File: config.mk
export PLATFORM = sky130hd
export DESIGN_NAME = zapper_hit_detector
export DESIGN_NICKNAME = d
export VERILOG_FILES = /design/src/rtl/zapper_hit_detector.sv
export SDC_FILE = /design/constraint.sdc
export NUM_CORES = 1
export LEC_CHECK = 0
export CELL_PAD_IN_SITES_DETAIL_PLACEMENT = 1
export CELL_PAD_IN_SITES_GLOBAL_PLACEMENT = 1
export CORE_AREA = 2 2 101 103
export CTS_CLUSTER_DIAMETER = 60
export DETAILED_ROUTE_END_ITERATION = 7
export DIE_AREA = 0 0 103 105
export DONT_BUFFER_PORTS = 1
export GPL_TIMING_DRIVEN = 0
export PLACE_DENSITY_LB_ADDON = 0.08
export SYNTH_ARGS = -nofsm -noshare
export SYNTH_HDL_FRONTEND = slang
export SYNTH_SLANG_ARGS = --single-unit
File: constraint.sdc
create_clock -name clk -period 3.07 [get_ports clk]
set_input_delay 0.7675 -clock clk [delete_from_list [all_inputs] [get_ports clk]]
set_output_delay 0.7675 -clock clk [all_outputs]
set_load 0.05 [all_outputs]
File: src/rtl/zapper_hit_detector.sv
// zapper_hit_detector
// Light-gun receive side of the display path. A debounced trigger pull
// requests one all-black frame, then TARGET_FRAMES frames in which only the
// target box is lit. The photodiode is sampled during the target frames, and
// the shot is reported as a one-cycle hit or miss pulse.
//
// Optional feature macro: ZAPPER_BLACK_CHECK_EN
//   defined   : light seen during the black frame flags a cheat (gun aimed at
//               a lamp) and forces the shot to report miss.
//   undefined : black-frame light is ignored.
//
// Handshake: there is no valid/ready pair here. frame_start is a one-cycle
// strobe and valid a level, both from the vga timing block. blank_req and
// target_req are levels that pattern_gen follows for as long as they are high.
// hit and miss are one-cycle strobes with no back-pressure.

module zapper_hit_detector #(
  parameter int DEBOUNCE_CYCLES  = 250000,
  parameter int TARGET_FRAMES    = 1,
  parameter int LIGHT_MIN        = 16,
  parameter int LIGHT_ACTIVE_LOW = 1,
  parameter int CNT_W            = 20
) (
  input  logic clk,
  input  logic reset,
  input  logic trigger,
  input  logic light,
  input  logic frame_start,
  input  logic valid,
  output logic blank_req,
  output logic target_req,
  output logic busy,
  output logic hit,
  output logic miss
);

  typedef enum logic [2:0] {
    IDLE       = 3'd0,
    WAIT_FRAME = 3'd1,
    BLACK      = 3'd2,
    TARGET     = 3'd3,
    RESULT     = 3'd4,
    RELEASE    = 3'd5
  } state_t;

  localparam logic [CNT_W-1:0] DB_LAST    = CNT_W'(DEBOUNCE_CYCLES - 1);
  localparam logic [CNT_W-1:0] FRAME_LAST = CNT_W'(TARGET_FRAMES - 1);
  localparam logic [CNT_W-1:0] LIGHT_THR  = CNT_W'(LIGHT_MIN);
  localparam logic [CNT_W-1:0] CNT_MAX    = {CNT_W{1'b1}};
  localparam logic             LIGHT_INV  = (LIGHT_ACTIVE_LOW != 0);

  state_t           state;
  logic [1:0]       trig_sync;
  logic [1:0]       light_sync;
  logic             trig_s;
  logic             light_s;
  logic [CNT_W-1:0] db_cnt;
  logic             trig_db;
  logic             trig_db_q;
  logic             shot;
  logic [CNT_W-1:0] light_cnt;
  logic [CNT_W-1:0] light_cnt_inc;
  logic [CNT_W-1:0] frame_cnt;
  logic             lit;
  logic             light_ok;
  logic             frame_last;
`ifdef ZAPPER_BLACK_CHECK_EN
  logic             cheat;
`endif

  // Two-flop synchronizers for both asynchronous pins.
  always_ff @(posedge clk) begin
    if (reset) begin
      trig_sync  <= 2'b00;
      light_sync <= 2'b00;
    end else begin
      trig_sync  <= {trig_sync[0], trigger};
      light_sync <= {light_sync[0], light};
    end
  end

  assign trig_s  = trig_sync[1];
  assign light_s = light_sync[1] ^ LIGHT_INV;

  // Debounce: trig_db follows trig_s only after DEBOUNCE_CYCLES consecutive
  // cycles of disagreement. trig_db resets high so that a trigger held
  // through reset has to be released and pulled again before it fires.
  always_ff @(posedge clk) begin
    if (reset) begin
      db_cnt  <= '0;
      trig_db <= 1'b1;
    end else if (trig_s == trig_db) begin
      db_cnt  <= '0;
    end else if (db_cnt >= DB_LAST) begin
      db_cnt  <= '0;
      trig_db <= trig_s;
    end else begin
      db_cnt  <= db_cnt + 1'b1;
    end
  end

  // Previous debounced level, used to detect the rising edge that is a shot.
  always_ff @(posedge clk) begin
    if (reset) begin
      trig_db_q <= 1'b1;
    end else begin
      trig_db_q <= trig_db;
    end
  end

  assign shot = trig_db & ~trig_db_q;

  // A lit visible pixel. The count saturates rather than wrapping, so a long
  // bright exposure can never turn back into a miss.
  assign lit           = valid & light_s;
  assign light_cnt_inc = (lit && (light_cnt != CNT_MAX)) ? light_cnt + 1'b1 : light_cnt;
  // Uses the incremented count: a sample taken on the closing frame_start
  // still belongs to the target frame that is ending.
  assign light_ok      = (light_cnt_inc >= LIGHT_THR);
  assign frame_last    = (frame_cnt == FRAME_LAST);

  // Shot sequencer. hit, miss and busy are registered together with the
  // state, so hit and miss are high exactly during the single RESULT cycle.
  always_ff @(posedge clk) begin
    if (reset) begin
      state     <= IDLE;
      light_cnt <= '0;
      frame_cnt <= '0;
      busy      <= 1'b0;
      hit       <= 1'b0;
      miss      <= 1'b0;
`ifdef ZAPPER_BLACK_CHECK_EN
      cheat     <= 1'b0;
`endif
    end else begin
      hit  <= 1'b0;
      miss <= 1'b0;
      case (state)
        IDLE: begin
          if (shot) begin
            state <= WAIT_FRAME;
            busy  <= 1'b1;
          end
        end

        // The frame in progress when the shot arrived is never used.
        WAIT_FRAME: begin
          if (frame_start) begin
            state <= BLACK;
`ifdef ZAPPER_BLACK_CHECK_EN
            cheat <= 1'b0;
`endif
          end
        end

        BLACK: begin
`ifdef ZAPPER_BLACK_CHECK_EN
          if (lit) begin
            cheat <= 1'b1;
          end
`endif
          if (frame_start) begin
            state     <= TARGET;
            light_cnt <= '0;
            frame_cnt <= '0;
          end
        end

        TARGET: begin
          light_cnt <= light_cnt_inc;
          if (frame_start) begin
            if (frame_last) begin
              state <= RESULT;
`ifdef ZAPPER_BLACK_CHECK_EN
              hit   <= light_ok & ~cheat;
              miss  <= ~light_ok | cheat;
`else
              hit   <= light_ok;
              miss  <= ~light_ok;
`endif
            end else begin
              frame_cnt <= frame_cnt + 1'b1;
            end
          end
        end

        RESULT: begin
          state <= RELEASE;
        end

        // One shot per pull: the trigger must be released before re-arming.
        RELEASE: begin
          if (!trig_db) begin
            state <= IDLE;
            busy  <= 1'b0;
          end
        end

        default: begin
          state <= IDLE;
          busy  <= 1'b0;
        end
      endcase
    end
  end

  // Frame requests to pattern_gen follow the state directly.
  assign blank_req  = (state == BLACK);
  assign target_req = (state == TARGET);

endmodule

==> impl_results.md, run 1 <==
- Outcome: finished clean
- Port Buffer Count: 0
- Most common cell after layout, fill and taps aside: dfxtp_1
- RSZ-0062 raised after global routing: false
- Wire per inst: 16.80 microns
- Final setup skew: 0.01305 ns
- Grt total ovfl: 0
- Clock transition at path regs: 0.08 ns
- Setup Viol. Count Final: 0
- Skew-Pair Late Insertion Delay: 0.36 ns
- Sequential fraction of the synthesis area: 38.25%
- Warnings, synthesis: 0
- Die X: 103 microns
- Top Usage Layer GRT: met2
- DRC Markers: 0
- Pin count of the biggest net entering global routing: 13
- Peak Freq: 356.8 MHz
- Post-CTS Setup Repair Bufs: 0
- Hold buffer count at CTS: 0
- Relative slew slack: 47.85%
- Final Wtd Congestion: 0.8152
- Placed Cells: 598
- CP Launch Type: flop
- Final instance area: 0.004154 sq mm
- Initial antenna violation count: 0
- CP max FO: 10
- Vias/cell: 5.607
- WP data required: 2.30 ns
- Slew Limit Fails: 0
- Synth Instances: 464
- Vias: 3,443
- Initial Util: 39.10%
- Top_reg_cell synth: dfxtp_1
- FILL cells: 1,220
- Starting DRT DRC Count: 127
- Final cell count without fillers: 614
- Die Ht: 105 microns
- GRT met2 Usage: 32.00%
- Min Tclk post-route: 2.803 ns
- Gr usage total: 20.50%
- Longest Clk Path Bufs: 2
- Fin nets: 486
- Post-synth EDFFs: 0
- Post-synth top area cell: dfxtp_1
- Vias in the first global route: 3,393
- Post-CTS Resized: 2
- Synth Area in Compound Gates: 16.43%
- Final worst slack: 0.2673 ns
- Largest family of logic cells by synthesized area: simple AND/OR/NAND/NOR gates
- Synth top area share: 38.25%
- Synth Register Bits: 72
- Layout area overhead: 10.23%
- Synth Area in XOR/XNOR: 8.367%
- Crit. End Element: output port
- Die area: 0.01082 sq mm
- Global-route wire length before repair: 17,370 microns
- TritonCTS Buffers: 9
- Hold Crit Class: flop to flop
- Total power: 0.002089 W
- Post-synthesis async set-or-reset flop share: 0%
- DP Wirelength: 7623 microns
- N_diodes: 0
- Commonest non-fill, non-tap cells in the layout: dfxtp_1 (72), nor2_1 (61), nand2_1 (37)
- Core Area: 0.009639 sq mm
- Pre-CTS setup slack: -0.06672 ns
- Fin. Hold Viols: 0
- M1 GR Usage: 27.71%
- Setup CP Type: flop to output port
- Core Rows: 36
- Final WL: 10,310 microns
- Synth top area cells: dfxtp_1 (38%), nor2_1 (6.1%), xor2_1 (6.0%)
- Synthesized area: 0.003769 sq mm
- DRT Pass-1 Iters: 4
- Lkg Pwr: 1.435 nW
- Power Density: 502.8 mW/mm^2
- Worst path arrival time: 2.04 ns
- Tcrit/Tclk final: 91.29%
- Maxcap violations: 0
- Total clock sinks: 72
- CTS root buffer: clkbuf_8
- Library cells used by synthesis: 60
- Share of cells above drive strength 1: 8.108%
- H-tree Lvls: 3
- CTS tree: yes
- Worst slew pin tran: 0.7759 ns
- Syn avg cell area: 8.122 sq um
- Synth Area in Adders: 1.328%
- GR Util met3: 3.545%
- IO Pins: 11
- Simple-Gate Fraction of Synth Area: 30.94%
- Placed instance area: 0.003944 sq mm
- Post-DRT Antenna Nets: 0
- Peak supply drop: 0.0002363 V
- Mux cell area share after synthesis: 0.5644%
## worst paths after layout
path | startpoint | to | slack (ns) | depth (start not counted)
max reg2reg | light_cnt[2] | hit | 0.33 | 8
max | state[1] | target_req | 0.27 | 5
min reg2reg | light_sync[0] | light_sync[1] | 0.44 | 1
min | light_sync[0] | light_sync[1] | 0.44 | 1
## cell type report
| type | count | area (sq um) | share of cell area (%) |
|---|---|---|---|
| Inverter | 9 | 33.78 | 0.8133 |
| Buffer | 28 | 121.4 | 2.922 |
| Sequential cell | 72 | 1441 | 34.70 |
| Clock buffer | 11 | 141.4 | 3.404 |
| Clock inverter | 5 | 56.30 | 1.355 |
| Multi-Input combinational cell | 356 | 2193 | 52.80 |
| Tap cell | 133 | 166.4 | 4.006 |
## synthesized netlist by cell type, drive strengths merged (2+ instances only)
master / number
a211o: 2
a211oi: 3
a21boi: 2
a21o: 2
a21oi: 29
a22oi: 2
a311oi: 6
a31o: 2
a31oi: 10
and2: 7
and3: 14
and4: 12
buf: 11
clkbuf: 17
dfxtp: 72
ha: 4
inv: 9
nand2: 38
nand2b: 3
nand3: 23
nand4: 20
nor2: 61
nor2b: 7
nor3: 7
nor3b: 5
nor4: 9
nor4b: 4
o2111ai: 2
o211a: 2
o21ai: 13
o22ai: 2
o31a: 2
o31ai: 3
or2: 3
or4: 3
xnor2: 10
xor2: 26
## state kept, by name (all words and copies together), names as in the netlist
signal	flops
busy	1
db_cnt	20
frame_cnt	20
hit	1
light_cnt	20
light_sync	2
miss	1
state	3
trig_db	1
trig_db_q	1
trig_sync	2
## kinds of logic (layout without fill, tap and decap cells)
family | Yosys count | in the layout
AO/OA/AOI/OAI | 92 | 92
buffers and inverters | 37 | 53
flip-flops | 72 | 72
other | 1 | 2
multiplexers | 2 | 2
adder cells (fa/ha/maj) | 4 | 4
AND/OR/NAND/NOR | 220 | 220
XOR/XNOR | 36 | 36
## layer usage
metal,wire (microns),part of all wire [%]
met5,0,0
met4,238,2.3
met3,252,2.4
met2,4836,47
met1,4988,48
## report_power, final
part | internal [W] | total (W) | switching, W
Clock | 0.000397 | 0.000770 | 0.000373
Combinational | 0.0000922 | 0.000324 | 0.000231
Sequential | 0.000959 | 0.000995 | 0.0000361
## critical path, stage by stage, from the launching register on
cell and delay, ns:
dfxtp_1 0.31, clkbuf_1 0.32, nor2b_1 0.25, nand2_1 0.15, inv_1 0.25, clkbuf_4 0.38
## through the flow
stage                     setup TNS, ns  utilization, %  hold slack (ns)
after floorplan                       0               -           0.4138
after global placement           -13.18           40.86           0.4431
after detailed placement        -0.1299           40.91           0.4514
after CTS                             0           43.04           0.4503
after global routing                  0           43.09           0.4567
final                                 0           43.09           0.4423
Power figures use the tool's default switching activity.
==> run 2, diff against run 1 <==
- SLEW_MARGIN: unset -> 20
==> run 2 against run 1 <==
  * Non-clock buffer count rose by 2
  * Critical path depth unchanged
  * Worst hold slack better by 0.0067 ns
  * Core utilization is 0.23 points higher
  * Clock power is 11% higher
==> impl_results.md, run 2 (same netlist as run 1, synthesis figures left out) <==
- Fin. Hold Viols: 0 (unchanged)
- Slew Limit Fails: 0 (unchanged)
- Worst path bufs/invs: 3 (unchanged)
- Port Buffer Count: 0 (unchanged)
- Crit. path cell count: 5 (unchanged)
- Grt total ovfl: 0 (unchanged)
- Initial Util: 39.10% (unchanged)
- Power Density: 520.5 mW/mm^2 (+3.5%)
- Starting DRT DRC Count: 155 (+22%)
- Maxcap violations: 0 (unchanged)
- Hold buffer count at CTS: 0 (unchanged)
- Core Area: 0.009639 sq mm (unchanged)
- Hold path start: light_sync[0]
- Worst path arrival time: 2.12 ns (+0.08 ns)
- Die X: 103 microns (unchanged)
- Fin nets: 488 (+0.41%)
- Outcome: finished clean
- Critical path cell sequence: clkbuf_1 > nor2b_1 > nand2_1 > inv_1 > clkbuf_2
- Vias/cell: 5.576 (-0.57%)
- TritonCTS Buffers: 9 (unchanged)
- Hold Crit Class: flop to flop
- CTS root buffer: clkbuf_8
- Final setup skew: 0.01049 ns (-0.002560 ns)
- Final worst slack: 0.1827 ns (-0.08454 ns)
- Final Wtd Congestion: 0.8152 (unchanged)
- Crit path from: state[1]
- FILL cells: 1,234 (+1.1%)
- Initial antenna violation count: 0 (unchanged)
- Delay-heaviest family, CP: buffers and inverters
- WP data required: 2.30 ns (about the same)
- Multi-input gate area: 0.002185 sq mm (-0.40%)
- Pin count of the biggest net entering global routing: 12 (-1)
- Core Rows: 36 (unchanged)
- Tcrit/Tclk final: 94.05% (+2.8 points)
- Worst slew pin tran: 0.7808 ns (+0.004969 ns)
- Layout area overhead: 10.82%
- Hold depth: 1 (unchanged)
- N_diodes: 0 (unchanged)
- Total power: 0.002174 W (+4.1%)
- Die area: 0.01082 sq mm (unchanged)
- Share of cells above drive strength 1: 7.884% (-0.22 points)
- H-tree Lvls: 3 (unchanged)
- Skew-Pair Late Insertion Delay: 0.35 ns (about the same)
- Gr usage total: 20.26% (-0.24 points)
- Slowest stage cell, crit path: clkbuf_2
- Final WL: 10,240 microns (-0.68%)
- Die Ht: 105 microns (unchanged)
- Longest Clk Path Bufs: 2 (unchanged)
- Peak Freq: 346.4 MHz (-2.9%)
- DP Wirelength: 7610 microns (-0.17%)
- Placed instance area: 0.003955 sq mm (+0.29%)
- Sequential cell area: 0.001441 sq mm (unchanged)
- Vias: 3,429 (-0.41%)
- Clock transition at path regs: 0.08 ns (about the same)
- Peak supply drop: 0.0002648 V (+12%)
- Wire per inst: 16.66 microns (-0.84%)
- Commonest non-fill, non-tap cells in the layout: dfxtp_1 (72), nor2_1 (61), nand2_1 (38)
- CP max FO: 10 (unchanged)
- CP max stage delay: 0.48 ns (+0.10 ns)
- Most common cell after layout, fill and taps aside: dfxtp_1
- RSZ-0062 raised after global routing: false
- Total clock sinks: 72 (unchanged)
- Critical R2R Launch: light_cnt[2]
- Setup TNS Final: 0 ns (unchanged)
- Pre-CTS setup slack: 0.1521 ns (+0.2188 ns)
- DRC Markers: 0 (unchanged)
- Relative slew slack: 47.51% (-0.33 points)
- Worst R2R Path Depth: 8 (unchanged)
- Final instance area: 0.004177 sq mm (+0.54%)
- Vias in the first global route: 3,365 (-0.83%)
- IO Pins: 11 (unchanged)
- Setup CP Type: flop to output port
- Lkg Pwr: 1.456 nW (+1.4%)
- Global-route wire length before repair: 17,110 microns (-1.5%)
- Post-DRT Antenna Nets: 0 (unchanged)
- Min Tclk post-route: 2.887 ns (+0.08454 ns)
- Crit. End Element: output port
- Setup Viol. Count Final: 0 (unchanged)
- CP Launch Type: flop
- CTS tree: yes
- Largest regs: db_cnt: 20 flops, frame_cnt: 20 flops, light_cnt: 20 flops
- DRT Pass-1 Iters: 6 (+2)
## run 2: power breakdown
| group | internal (W) | leakage (nW) | switching, W |
|---|---|---|---|
| registers | 0.000959 | 0.583 | 0.0000352 |
| clock network | 0.000497 | 0.112 | 0.000361 |
| logic | 0.0000946 | 0.761 | 0.000227 |
| total | 0.00155 | 1.46 | 0.000623 |
## run 2: path summary, 6_finish.rpt
kind | endpoint | slack (ns)
worst max-delay path | target_req | 0.18
worst min-delay path | light_sync[1] | 0.45
worst max register to register | hit | 0.37
worst min register to register | light_sync[1] | 0.45
## run 2: final cells by class
type | instances | area share [%]
repair buffers | 2 | 0.2696
clock buffers | 12 | 3.715
plain buffers | 28 | 2.846
multi-input cells | 356 | 52.31
flip-flops and latches | 72 | 34.51
clock inverters | 3 | 1.558
inverters | 9 | 0.8089
well taps | 133 | 3.984
## run 2: per-layer routing
metal	vias up	share of wire, %	track usage (%)	wire [microns]
met5	-	0	0	0
met4	0	1.7	7.331	173
met3	12	3.2	3.344	330
met2	42	48	32.65	4907
met1	1674	47	26.99	4831
li1	1701	-	-	-
## run 2: repair_timing
item | in CTS | in global routing
setup buffers | 0 | 0
setup endpoints to repair | 1 | 0
resized for setup | 1 | 0
hold endpoints to repair | 0 | 0
## run 2: per-stage QoR
step           hold slack (ns)  util (%)  std cells
6_report                0.4490     43.33        615
5_1_grt                 0.4641     43.33        615
4_1_cts                 0.4517     43.33        615
3_5_place_dp            0.4462     41.03        600
3_3_place_gp            0.4431     40.86        598
2_1_floorplan           0.4138         -        465
